File: config.mk
export PLATFORM = sky130hd
export DESIGN_NAME = uart_tx_buffered_flat
export DESIGN_NICKNAME = d
export VERILOG_FILES = /design/src/rtl/uart_tx_buffered_if.sv /design/src/rtl/uart_tx_buffered.sv /design/src/flat_wrapper.sv
export SDC_FILE = /design/constraint.sdc
export NUM_CORES = 1
export LEC_CHECK = 0
export BUFFER_PORTS_ARGS = -buffer_cell sky130_fd_sc_hd__clkbuf_2
export CAP_MARGIN = 0
export CORE_ASPECT_RATIO = 0.75
export CORE_UTILIZATION = 35
export CTS_CLUSTER_SIZE = 12
export DETAILED_ROUTE_END_ITERATION = 6
export GPL_TIMING_DRIVEN = 0
export PLACE_DENSITY_LB_ADDON = 0.12
export SLEW_MARGIN = 40
export SYNTH_ARGS = -nofsm -noshare
export SYNTH_HDL_FRONTEND = slang
export SYNTH_SLANG_ARGS = --single-unit
File: constraint.sdc
create_clock -name clk -period 4.5 [get_ports clk]
set_input_delay 0.225 -clock clk [delete_from_list [all_inputs] [get_ports clk]]
set_output_delay 0.225 -clock clk [all_outputs]
set_load 0.02 [all_outputs]
File: src/rtl/uart_tx_buffered_if.sv
// Byte handshake between the IO block's transmit-data register and the buffered UART.
// The master offers bytes and the UART (slave) signals when it can take one.
interface uart_tx_buffered_if;
   logic [7:0] data_in;
   logic       data_in_valid;
   logic       data_in_ready;

   modport master (output data_in, output data_in_valid, input data_in_ready);
   modport slave  (input data_in, input data_in_valid, output data_in_ready);
endinterface

File: src/rtl/uart_tx_buffered.sv
// Buffered 8N1 UART transmitter: a small byte FIFO feeding a serialiser FSM.
// A new frame is popped on the last stop-bit cycle, so queued frames run back to back.
module uart_tx_buffered #(
   parameter int CLOCK_FREQ = 50_000_000,
   parameter int BAUD_RATE  = 115_200,
   parameter int FIFO_DEPTH = 4
) (
   input  logic                          clk,
   input  logic                          reset,
   uart_tx_buffered_if.slave             host,
   output logic                          serial_out,
   output logic                          tx_busy,
   output logic [$clog2(FIFO_DEPTH):0]   fifo_count
);
   localparam int S  = CLOCK_FREQ / BAUD_RATE;
   localparam int AW = (FIFO_DEPTH > 1) ? $clog2(FIFO_DEPTH) : 1;
   localparam int CW = (S > 1) ? $clog2(S) : 1;

   typedef enum logic [1:0] {IDLE, START, DATA, STOP} state_t;

   state_t        state_reg;
   logic [CW-1:0] cycle_reg;
   logic [2:0]    bit_reg;
   logic [8:0]    shift_reg;

   logic [7:0]    mem [FIFO_DEPTH];
   logic [AW-1:0] wr_ptr_reg;
   logic [AW-1:0] rd_ptr_reg;
   logic [AW:0]   count_reg;

   logic push;
   logic pop;
   logic bit_end;
   logic fifo_nonempty;

   assign fifo_nonempty      = (count_reg != '0);
   assign host.data_in_ready = (count_reg != (AW+1)'(FIFO_DEPTH));
   assign push               = host.data_in_valid && host.data_in_ready;
   assign bit_end            = (cycle_reg == CW'(S - 1));
   assign pop                = fifo_nonempty && ((state_reg == IDLE) || ((state_reg == STOP) && bit_end));

   assign tx_busy    = (state_reg != IDLE) || fifo_nonempty;
   assign fifo_count = count_reg;

   always_ff @(posedge clk) begin
      if (push && !reset) begin
         mem[wr_ptr_reg] <= host.data_in;
      end
   end

   // Power-of-two depth lets the pointers wrap by plain overflow.
   always_ff @(posedge clk) begin
      if (reset) begin
         wr_ptr_reg <= '0;
         rd_ptr_reg <= '0;
         count_reg  <= '0;
      end else begin
         if (push) begin
            wr_ptr_reg <= wr_ptr_reg + 1'b1;
         end
         if (pop) begin
            rd_ptr_reg <= rd_ptr_reg + 1'b1;
         end
         case ({push, pop})
            2'b10:   count_reg <= count_reg + 1'b1;
            2'b01:   count_reg <= count_reg - 1'b1;
            default: count_reg <= count_reg;
         endcase
      end
   end

   // shift_reg holds the bits still to send after the start bit: {stop, data[7:0]}.
   always_ff @(posedge clk) begin
      if (reset) begin
         state_reg  <= IDLE;
         cycle_reg  <= '0;
         bit_reg    <= '0;
         shift_reg  <= '1;
         serial_out <= 1'b1;
      end else if (pop) begin
         shift_reg  <= {1'b1, mem[rd_ptr_reg]};
         serial_out <= 1'b0;
         cycle_reg  <= '0;
         bit_reg    <= '0;
         state_reg  <= START;
      end else begin
         case (state_reg)
            IDLE: begin
               serial_out <= 1'b1;
            end
            START: begin
               if (bit_end) begin
                  cycle_reg  <= '0;
                  serial_out <= shift_reg[0];
                  shift_reg  <= {1'b1, shift_reg[8:1]};
                  bit_reg    <= '0;
                  state_reg  <= DATA;
               end else begin
                  cycle_reg <= cycle_reg + 1'b1;
               end
            end
            DATA: begin
               if (bit_end) begin
                  cycle_reg  <= '0;
                  serial_out <= shift_reg[0];
                  shift_reg  <= {1'b1, shift_reg[8:1]};
                  bit_reg    <= bit_reg + 1'b1;
                  if (bit_reg == 3'd7) begin
                     state_reg <= STOP;
                  end
               end else begin
                  cycle_reg <= cycle_reg + 1'b1;
               end
            end
            STOP: begin
               if (bit_end) begin
                  cycle_reg  <= '0;
                  serial_out <= 1'b1;
                  state_reg  <= IDLE;
               end else begin
                  cycle_reg <= cycle_reg + 1'b1;
               end
            end
            default: begin
               state_reg  <= IDLE;
               serial_out <= 1'b1;
            end
         endcase
      end
   end
endmodule

File: src/flat_wrapper.sv
// flat-port wrapper written by rule: the top's interface ports become plain ports
module uart_tx_buffered_flat 
#(
   parameter int CLOCK_FREQ = 50_000_000,
   parameter int BAUD_RATE  = 115_200,
   parameter int FIFO_DEPTH = 4
)
  (clk, reset, serial_out, tx_busy, fifo_count, host_data_in, host_data_in_valid, host_data_in_ready);
  uart_tx_buffered_if host_i ();
  input  logic clk;
  input  logic reset;
  output logic serial_out;
  output logic tx_busy;
  output logic [$clog2(FIFO_DEPTH):0] fifo_count;
  input wire logic [$bits(host_i.data_in)-1:0] host_data_in;
  input wire logic [$bits(host_i.data_in_valid)-1:0] host_data_in_valid;
  output wire logic [$bits(host_i.data_in_ready)-1:0] host_data_in_ready;
  assign host_i.data_in = host_data_in;
  assign host_i.data_in_valid = host_data_in_valid;
  assign host_data_in_ready = host_i.data_in_ready;
  uart_tx_buffered #(.CLOCK_FREQ(CLOCK_FREQ), .BAUD_RATE(BAUD_RATE), .FIFO_DEPTH(FIFO_DEPTH)) u_core (.clk(clk), .reset(reset), .host(host_i), .serial_out(serial_out), .tx_busy(tx_busy), .fifo_count(fifo_count));
endmodule
### Word-level counts from Yosys, hierarchy flattened

Memories as Yosys holds them, arrays and structs flattened. A register that Yosys moved wholly into a read port is not among the register bits.
Cells that the tools add are included.

| word-level totals | value |
|---|---|
| flip-flop bits (word level) | 30 |
| bits in writable memories | 32 |
| input port bits | 11 |
| output and inout port bits | 6 |
| logic and storage cells | 79 |
| memories kept | 1 |

Memory list:

| name | depth | bits a word | rd ports | clocked after memory_dff | write ports | line | RTL |
|---|---|---|---|---|---|---|---|
| u_core.mem | 4 | 8 | 1 | 1 | 1 | uart_tx_buffered.sv:26 | `logic [7:0] mem [FIFO_DEPTH];` |

| cells by class | value |
|---|---|
| add/sub/neg operators | 6 |
| equality and inequality tests | 17 |
| multiplexer cells | 22 |
| reduce and logical (&&, ||, !) cells | 24 |

Operator list:

| operator | number |
|---|---|
| 8-bit two-way mux | 3 |
| 3-bit by 1-bit != test with 1-bit output (second input constant) | 5 |
| 2-bit two-way mux | 6 |
| 3-bit case mux with 2 select lines | 2 |
| 5-bit AND reduction | 2 |
| 2-bit nonzero test | 5 |
| 9-bit by 1-bit adder with 9-bit output (second input constant) | 1 |
| 9-bit equality test (second input constant) | 1 |
| 9-bit two-way mux | 1 |
| 2-bit by 1-bit != test with 1-bit output (second input constant) | 4 |
| 3-bit by 1-bit adder with 3-bit output (second input constant) | 2 |
| 2-bit equality test (second input constant) | 3 |
| 1-bit two-way mux | 6 |
| 3-bit two-way mux | 2 |
| 2-bit case mux with 3 select lines | 1 |
| 3-bit nonzero test | 2 |
| 2-bit by 1-bit adder with 2-bit output (second input constant) | 2 |
| 2-bit by 1-bit equality test with 1-bit output (second input constant) | 2 |
| 1-bit logical AND | 4 |
| 2-bit AND reduction | 2 |
| 4-bit nonzero test | 1 |
| 2-bit OR reduction | 2 |
| 3-bit equality test (second input constant) | 1 |
| 3-bit != test (second input constant) | 1 |
| other kinds (7) | 8 |

### Depth between registers and ports, before layout

Gate-level depths: netlist of run 1.

| logic depth | value |
|---|---|
| depth after elaboration | 6 |
| depth in mapped cells | 13 |
| mapped depth without buffers | 10 |

### Worst setup path after synthesis of run 1

OpenSTA, ideal clock, no wires.

| timing | value |
|---|---|
| kind | flip-flop to flip-flop |
| start | register u_core.cycle_reg[1] |
| end | register u_core.count_reg[2] (netlist: u_core.fifo_count[2]) |
| setup time | 0.070 ns |
| arrival time | 2.562 ns |
| slack | 1.868 ns |
| stages on the path, launching flop included | 14 |
| path buffers | 3 |
| cell sequence | dfxtp_1 > inv_1 > ha_1 > and4_1 > buf_2 > a31oi_1 > inv_1 > buf_6 > buf_12 > ha_1 > fa_1 > xnor2_1 > or3_1 > a21oi_1 |

| between the ends | value |
|---|---|
| cells in the longest elaborated chain, start to end | 6 |
| elaborated cells on any way between the ends | 8 |
| classes of those cells | eq/ne (3); mux (1); reduce/logical (4) |

Ends and longest elaborated chain:

| element | line | RTL |
|---|---|---|
| from (decl) | uart_tx_buffered.sv:22 | `logic [CW-1:0] cycle_reg;` |
| from (signal assigned) | uart_tx_buffered.sv:99 | `cycle_reg <= cycle_reg + 1'b1;` |
| from (signal assigned) | uart_tx_buffered.sv:112 | `cycle_reg <= cycle_reg + 1'b1;` |
| from (signal assigned) | uart_tx_buffered.sv:121 | `cycle_reg <= cycle_reg + 1'b1;` |
| 9-bit equality test * | uart_tx_buffered.sv:39 | `assign bit_end = (cycle_reg == CW'(S - 1));` |
| 1-bit logical AND * | uart_tx_buffered.sv:40 | `assign pop = fifo_nonempty && ((state_reg == IDLE) \|\| ((state_reg == STOP) && bit_end));` |
| 1-bit logical OR * | uart_tx_buffered.sv:40 |  |
| 1-bit logical AND * | uart_tx_buffered.sv:40 |  |
| 2-bit by 1-bit equality test with 1-bit output or 2-bit equality test (tied branches) | uart_tx_buffered.sv:64 | `case ({push, pop})` |
| 3-bit case mux with 2 select lines or 2-bit nonzero test (tied branches) | - |  |
| to (signal assigned) | uart_tx_buffered.sv:65 | `2'b10: count_reg <= count_reg + 1'b1;` |
| to (signal assigned) | uart_tx_buffered.sv:66 | `2'b01: count_reg <= count_reg - 1'b1;` |
| to (signal assigned) | uart_tx_buffered.sv:67 | `default: count_reg <= count_reg;` |
| to (decl) | uart_tx_buffered.sv:29 | `logic [AW:0] count_reg;` |

Mark *: on every way between the ends. The rest lies on a longest branch, timed or not.
A chain may end at the register's enable or synchronous reset.

### Worst setup path after layout of run 1

Same ends and word-level chain as after synthesis.

==> results of run 1 <==
cell families after synthesis:
| kind of cell | count (synthesis) | synth area share [%] |
|---|---|---|
| flops | 64 | 55.1 |
| compound gates | 42 | 9.55 |
| simple gates | 64 | 11.7 |
| xor+xnor | 11 | 3.31 |
| fa+ha+maj | 16 | 7.14 |
| mux | 17 | 9.33 |
| buf+inv | 21 | 3.96 |
placed cells by master, fill, tap and decap left out, drive strengths merged, types with 2 or more instances in the layout:
| cell | Yosys | final |
|---|---|---|
| clkbuf | 4 | 29 |
| nand4b | 2 | 2 |
| nor3 | 9 | 9 |
| o21ai | 15 | 15 |
| mux4 | 8 | 8 |
| dfxtp | 32 | 32 |
| nand3b | 2 | 2 |
| o31ai | 3 | 3 |
| xor2 | 3 | 3 |
| edfxtp | 32 | 32 |
| o31a | 2 | 2 |
| nand3 | 5 | 5 |
| nor2b | 2 | 2 |
| inv | 10 | 11 |
| and2 | 6 | 6 |
| nor2 | 23 | 23 |
| buf | 7 | 7 |
| xnor2 | 8 | 8 |
| mux2i | 8 | 8 |
| ha | 15 | 15 |
| a21oi | 18 | 18 |
| clkinv | 0 | 2 |
| nand2 | 8 | 8 |
| bufinv | 0 | 3 |
worst max-delay path, stage by stage (launching register included):
cell	delay, ps
dfxtp_1	400
inv_1	60
ha_1	170
and4_1	210
buf_2	160
a31oi_1	260
inv_1	110
buf_6	160
buf_12	150
ha_1	210
fa_1	380
xnor2_1	140
or3_1	310
a21oi_1	150
power by group through the flow:
stage,registers (mW),logic [mW],clock network (mW)
after detailed placement,0.780,0.665,0
after global placement,0.778,0.671,0
after global routing,0.780,0.733,0.635
after floorplan,0.779,0.504,0
after CTS,0.767,0.670,0.606
final,0.766,0.661,0.598
cell type report:
| class | instances | area (sq um) |
|---|---|---|
| inverter | 10 | 37.5 |
| clock buffer | 9 | 124 |
| fill | 786 | 4620 |
| buffer | 11 | 77.6 |
| multi-input combinational | 150 | 1190 |
| timing repair buffer | 16 | 80.1 |
| clock inverter | 7 | 119 |
| sequential | 64 | 1600 |
| tap | 105 | 131 |
layer usage:
metal  part of all wire [%]  up-vias  wire length (um)  global-route usage (%)
met2                     40       33              2120                    19.0
met1                     54      845              2840                    19.2
li1                       -      906                 -                       -
met3                    3.9        9               205                    4.33
met4                    1.7        0                87                    5.75
met5                      0        -                 0                       0
stage by stage:
stage | cell area (sq um) | hold WS [ps] | utilization [%] | setup WS (ps) | power (mW)
floorplan | 2910 | 324 | - | 1870 | 1.28
global placement | 3120 | 445 | 39.1 | 1580 | 1.45
detailed placement | 3120 | 454 | 39.1 | 1600 | 1.44
CTS | 3360 | 93.9 | 42.1 | 1550 | 2.04
global route | 3360 | 97.6 | 42.1 | 1310 | 2.15
finish | 3360 | 100 | 42.1 | 1540 | 2.03
path summary, 6_finish.rpt:
check | from | endpoint | slack, ps
max reg2reg | u_core.cycle_reg[1]$_SDFFE_PP0N_ | u_core.fifo_count[2]$_SDFFE_PP0P_ | 1540
min | host_data_in[2] | u_core.mem[3][2]$_DFFE_PP_ | 100
min reg2reg | u_core.rd_ptr_reg[1]$_SDFFE_PP0P_ | u_core.rd_ptr_reg[1]$_SDFFE_PP0P_ | 480
max | u_core.cycle_reg[1]$_SDFFE_PP0N_ | u_core.fifo_count[2]$_SDFFE_PP0P_ | 1540
==> results.py, run 1 <==
metrics = {
    "pwr": {
        "sw_frac_of_total_pct": 33.3,
        "power.internal_mw": 1.35,
        "p_clk_share_pct": 29.5,
        "vdd_drop_max_v": 0.000338,
        "pwr-share-comb_pct": 32.6,
        "seqPwrFrac_pct": 37.8,
        "powerDensity_nw_per_um2": 602,
        "p_sw_mw": 0.675,
        "p_leak_nw": 1.21,
    },
    "floorplan": {
        "die_h_um": 81.0,
        "die_area_sq_um": 8680,
        "dieWidth_um": 107,
        "core_area_sq_um": 7990,
        "io_pins": 17,
        "initial_core_util_pct": 36.4,
        "std_cell_rows": 28,
    },
    "logic_synthesis": {
        "synth_top_area_share_pct": 33.0,
        "avgSynthCellArea_sq_um": 12.4,
        "yosysSeqAreaShare_pct": 55.1,
        "synth_edf_count": 32,
        "ys.flop_type": "edfxtp_1",
        "syn-cell-area_sq_um": 2910,
        "ys_ff_latch": 64,
        "yosysUniqueCellTypes": 41,
        "synth_cells": 235,
        "async_reset_ff_share_pct": 0,
        "synth_top_area_cell": "edfxtp_1",
        "syn-num-nets": 262,
        "synthTopCellsByArea": "edfxtp_1, dfxtp_1, ha_1, mux4_2, nor2_1",
        "ys_warn_count": 0,
        "synth_common_cells": "dfxtp_1, edfxtp_1, nor2_1",
    },
    "sta": {
        "tns_ps": 0,
        "setup_viol": 0,
        "max-slew-margin-rel_pct": 61.2,
        "final-hold-violation-count": 0,
        "finalClockSkew_ps": 9.95,
        "fmax_ghz": 0.338,
        "tightest_slew_ps": 581,
        "finalCriticalPeriod_ps": 2960,
        "period_share_pct": 65.8,
        "rsz0062_at_grt": "false",
        "slew_viol_final": 0,
    },
    "detailed_routing": {
        "drtAntennaViolNets": 0,
        "drt_first_pass_iters": 4,
        "vias": 1793,
        "drt_wl_total_um": 5250,
        "vias_per_cell": 4.82,
        "wl_per_cell_um": 14.1,
        "drt_first_iter_violations": 70,
        "drc": 0,
    },
    "clocking": {
        "post_cts_buffers": 0,
        "cts_buffer_depth": 2,
        "root_buffer": "clkbuf_8",
        "clock_latency_ps": 340,
        "cts_tree": "built",
        "htreeDepth": 3,
        "clkSlewWorstSetupHoldPaths_ps": 80,
        "cts_buffers": 9,
        "post_cts_resized": 0,
        "cts_sinks": 64,
        "hold_buffers": 0,
    },
    "global_routing": {
        "grt_pass1_vias": 1672,
        "grt_use_total_pct": 13.6,
        "grt_pass1_wl_um": 8630,
        "antenna_found_initial": 0,
        "overflow": 0,
        "grt_max_degree": 13,
    },
    "finish": {
        "n_antenna_cell": 0,
        "drive_gt1_share_pct": 22.8,
        "area_delta_synth_final_pct": 15.6,
        "largest_reg_flops": 32,
        "nets": 289,
        "final_cell_count_no_fill": 372,
    },
    "setup_path": {
        "path_max_fanout": 10,
        "worstPathRequired_ps": 4770,
        "critPathLaunchType": "flip-flop",
        "worst_r2r_path_depth": 13,
        "arrival_ps": 3230,
        "crit_type": "reg -> reg",
        "cp-end-kind": "flip-flop",
    },
    "placement": {
        "globalplace.congestion": 0.722,
        "dp_hpwl_um": 3730,
        "port_buffers": 16,
        "dp_cells": 356,
    },
    "run_status": {
        "outcome": "complete, no violations",
    },
    "run": {
        "cap_violations": 0,
    },
    "worst_hold_path": {
        "holdPathStages": 1,
        "hold_path.class": "in -> reg",
    },
}
Power figures use the tool's default switching activity.
==> inputs of run 2 (changes only) <==
Clock period 4.5 ns to 3.02 ns, I/O delays scaled along.
==> run 2 against run 1 <==
Cell area is 0.48% higher. Setup slack worse by 1300 ps. Global-route usage unchanged. Sequential cell count is the same. Count of clock-buffer cells in the layout unchanged. Via count fell by 0.67%. Register-to-register slack got worse by 1300 ps. First-iteration DRC count unchanged. Critical path depth fell by 1. Critical path type unchanged. Largest cell class unchanged.
==> results.py, run 2 (synthesis results as in run 1) <==
metrics = {
    "sta": {
        "setup_viol": 0,
        "fmax_ghz": 0.356,
        "max-slew-margin-rel_pct": 61.1,
        "tightest_slew_ps": 584,
        "final-hold-violation-count": 0,
        "rsz0062_at_grt": "false",
        "finalClockSkew_ps": 9.94,
        "period_share_pct": 92.9,
        "finalCriticalPeriod_ps": 2810,
        "tns_ps": 0,
        "slew_viol_final": 0,
    },
    "floorplan": {
        "dieWidth_um": 107,
        "std_cell_rows": 28,
        "die_h_um": 81.0,
        "initial_core_util_pct": 36.4,
        "core_area_sq_um": 7990,
        "die_area_sq_um": 8680,
        "io_pins": 17,
    },
    "global_routing": {
        "overflow": 0,
        "grt_pass1_vias": 1672,
        "grt_max_degree": 13,
        "antenna_found_initial": 0,
        "grt_pass1_wl_um": 8630,
        "grt_use_total_pct": 13.6,
    },
    "pwr": {
        "vdd_drop_max_v": 0.000501,
        "powerDensity_nw_per_um2": 901,
        "p_leak_nw": 1.20,
    },
    "detailed_routing": {
        "drt_first_iter_violations": 70,
        "drt_first_pass_iters": 4,
        "drc": 0,
        "vias": 1781,
        "drt_wl_total_um": 5310,
        "vias_per_cell": 4.80,
        "wl_per_cell_um": 14.3,
        "drtAntennaViolNets": 0,
    },
    "setup_path": {
        "cp-end-kind": "flip-flop",
        "critPathLaunchType": "flip-flop",
        "worstPathRequired_ps": 3300,
        "worst_r2r_path_depth": 12,
        "arrival_ps": 3080,
        "crit_type": "reg -> reg",
        "path_max_fanout": 10,
    },
    "finish": {
        "final_cell_count_no_fill": 371,
        "largest_reg_flops": 32,
        "drive_gt1_share_pct": 24.1,
        "n_antenna_cell": 0,
        "mostFrequentLayoutCell": "edfxtp_1",
        "final_util_pct": 42.3,
        "final_cell_mix": "edfxtp_1, dfxtp_1, nor2_1",
        "nets": 288,
        "area_delta_synth_final_pct": 16.2,
    },
    "clocking": {
        "clock_latency_ps": 340,
        "clkSlewWorstSetupHoldPaths_ps": 80,
        "post_cts_buffers": 0,
        "cts_buffers": 9,
        "cts_sinks": 64,
        "hold_buffers": 0,
        "htreeDepth": 3,
        "cts_tree": "built",
        "root_buffer": "clkbuf_8",
        "post_cts_resized": 0,
        "cts_buffer_depth": 2,
    },
    "placement": {
        "dp_hpwl_um": 3730,
        "dp_cells": 356,
        "port_buffers": 16,
        "globalplace.congestion": 0.722,
    },
    "run": {
        "cap_violations": 0,
    },
    "worst_hold_path": {
        "hold_path.class": "in -> reg",
        "holdPathStages": 1,
    },
    "run_status": {
        "outcome": "complete, no violations",
    },
}
==> run 2: cell types whose count changed in the layout (fill, tap and decap cells not counted), sizes merged <==
| cell | previous run | this run |
|---|---|---|
| buf | 7 | 6 |
==> run 2: per-stage QoR <==
stage,instance area (sq um),setup slack [ps],hold WS (ps),power [mW]
final,3380,214,26.9,3.05
after global routing,3380,11.4,23.6,3.22
after CTS,3360,72.9,19.9,3.05
after detailed placement,3120,122,380,2.15
after global placement,3120,99.6,371,2.16
after floorplan,2910,388,250,1.91
==> run 2: path summary, 6_finish.rpt <==
kind / startpoint / to / slack [ps]
worst max-delay path: u_core.cycle_reg[1]$_SDFFE_PP0N_ / u_core.fifo_count[2]$_SDFFE_PP0P_ / 210
worst min-delay path: host_data_in[2] / u_core.mem[3][2]$_DFFE_PP_ / 30
worst max register to register: u_core.cycle_reg[1]$_SDFFE_PP0N_ / u_core.fifo_count[2]$_SDFFE_PP0P_ / 210
worst min register to register: u_core.rd_ptr_reg[1]$_SDFFE_PP0P_ / u_core.rd_ptr_reg[1]$_SDFFE_PP0P_ / 480
==> run 2: power breakdown <==
group / switching, mW / internal [mW] / total [mW]
Sequential: 0.101 / 1.04 / 1.14
Clock: 0.342 / 0.549 / 0.891
Combinational: 0.578 / 0.433 / 1.01
Total: 1.02 / 2.03 / 3.05
==> run 2: final cells by class <==
class,instances,area (sq um)
fill,789,4610
sequential,64,1600
multi-input combinational,150,1210
tap,105,131
clock buffer,9,124
clock inverter,7,119
timing repair buffer,16,80.1
buffer,10,72.6
inverter,10,37.5
==> run 2: routing by layer <==
layer  wire length (um)  vias up  GRT usage, %
met3                160        9          4.33
met4                 87        0          5.75
li1                   -      904             -
met2               2170       23          19.0
met5                  0        -             0
met1               2900      845          19.2
==> run 2: critical path: stages, from the launching register on <==
cell,delay [ps]
dfxtp_2,370
inv_1,50
ha_1,170
and4_1,310
a31oi_4,240
inv_1,90
buf_6,150
buf_12,150
ha_1,210
fa_1,380
xnor2_1,150
or3_1,330
a21oi_2,140
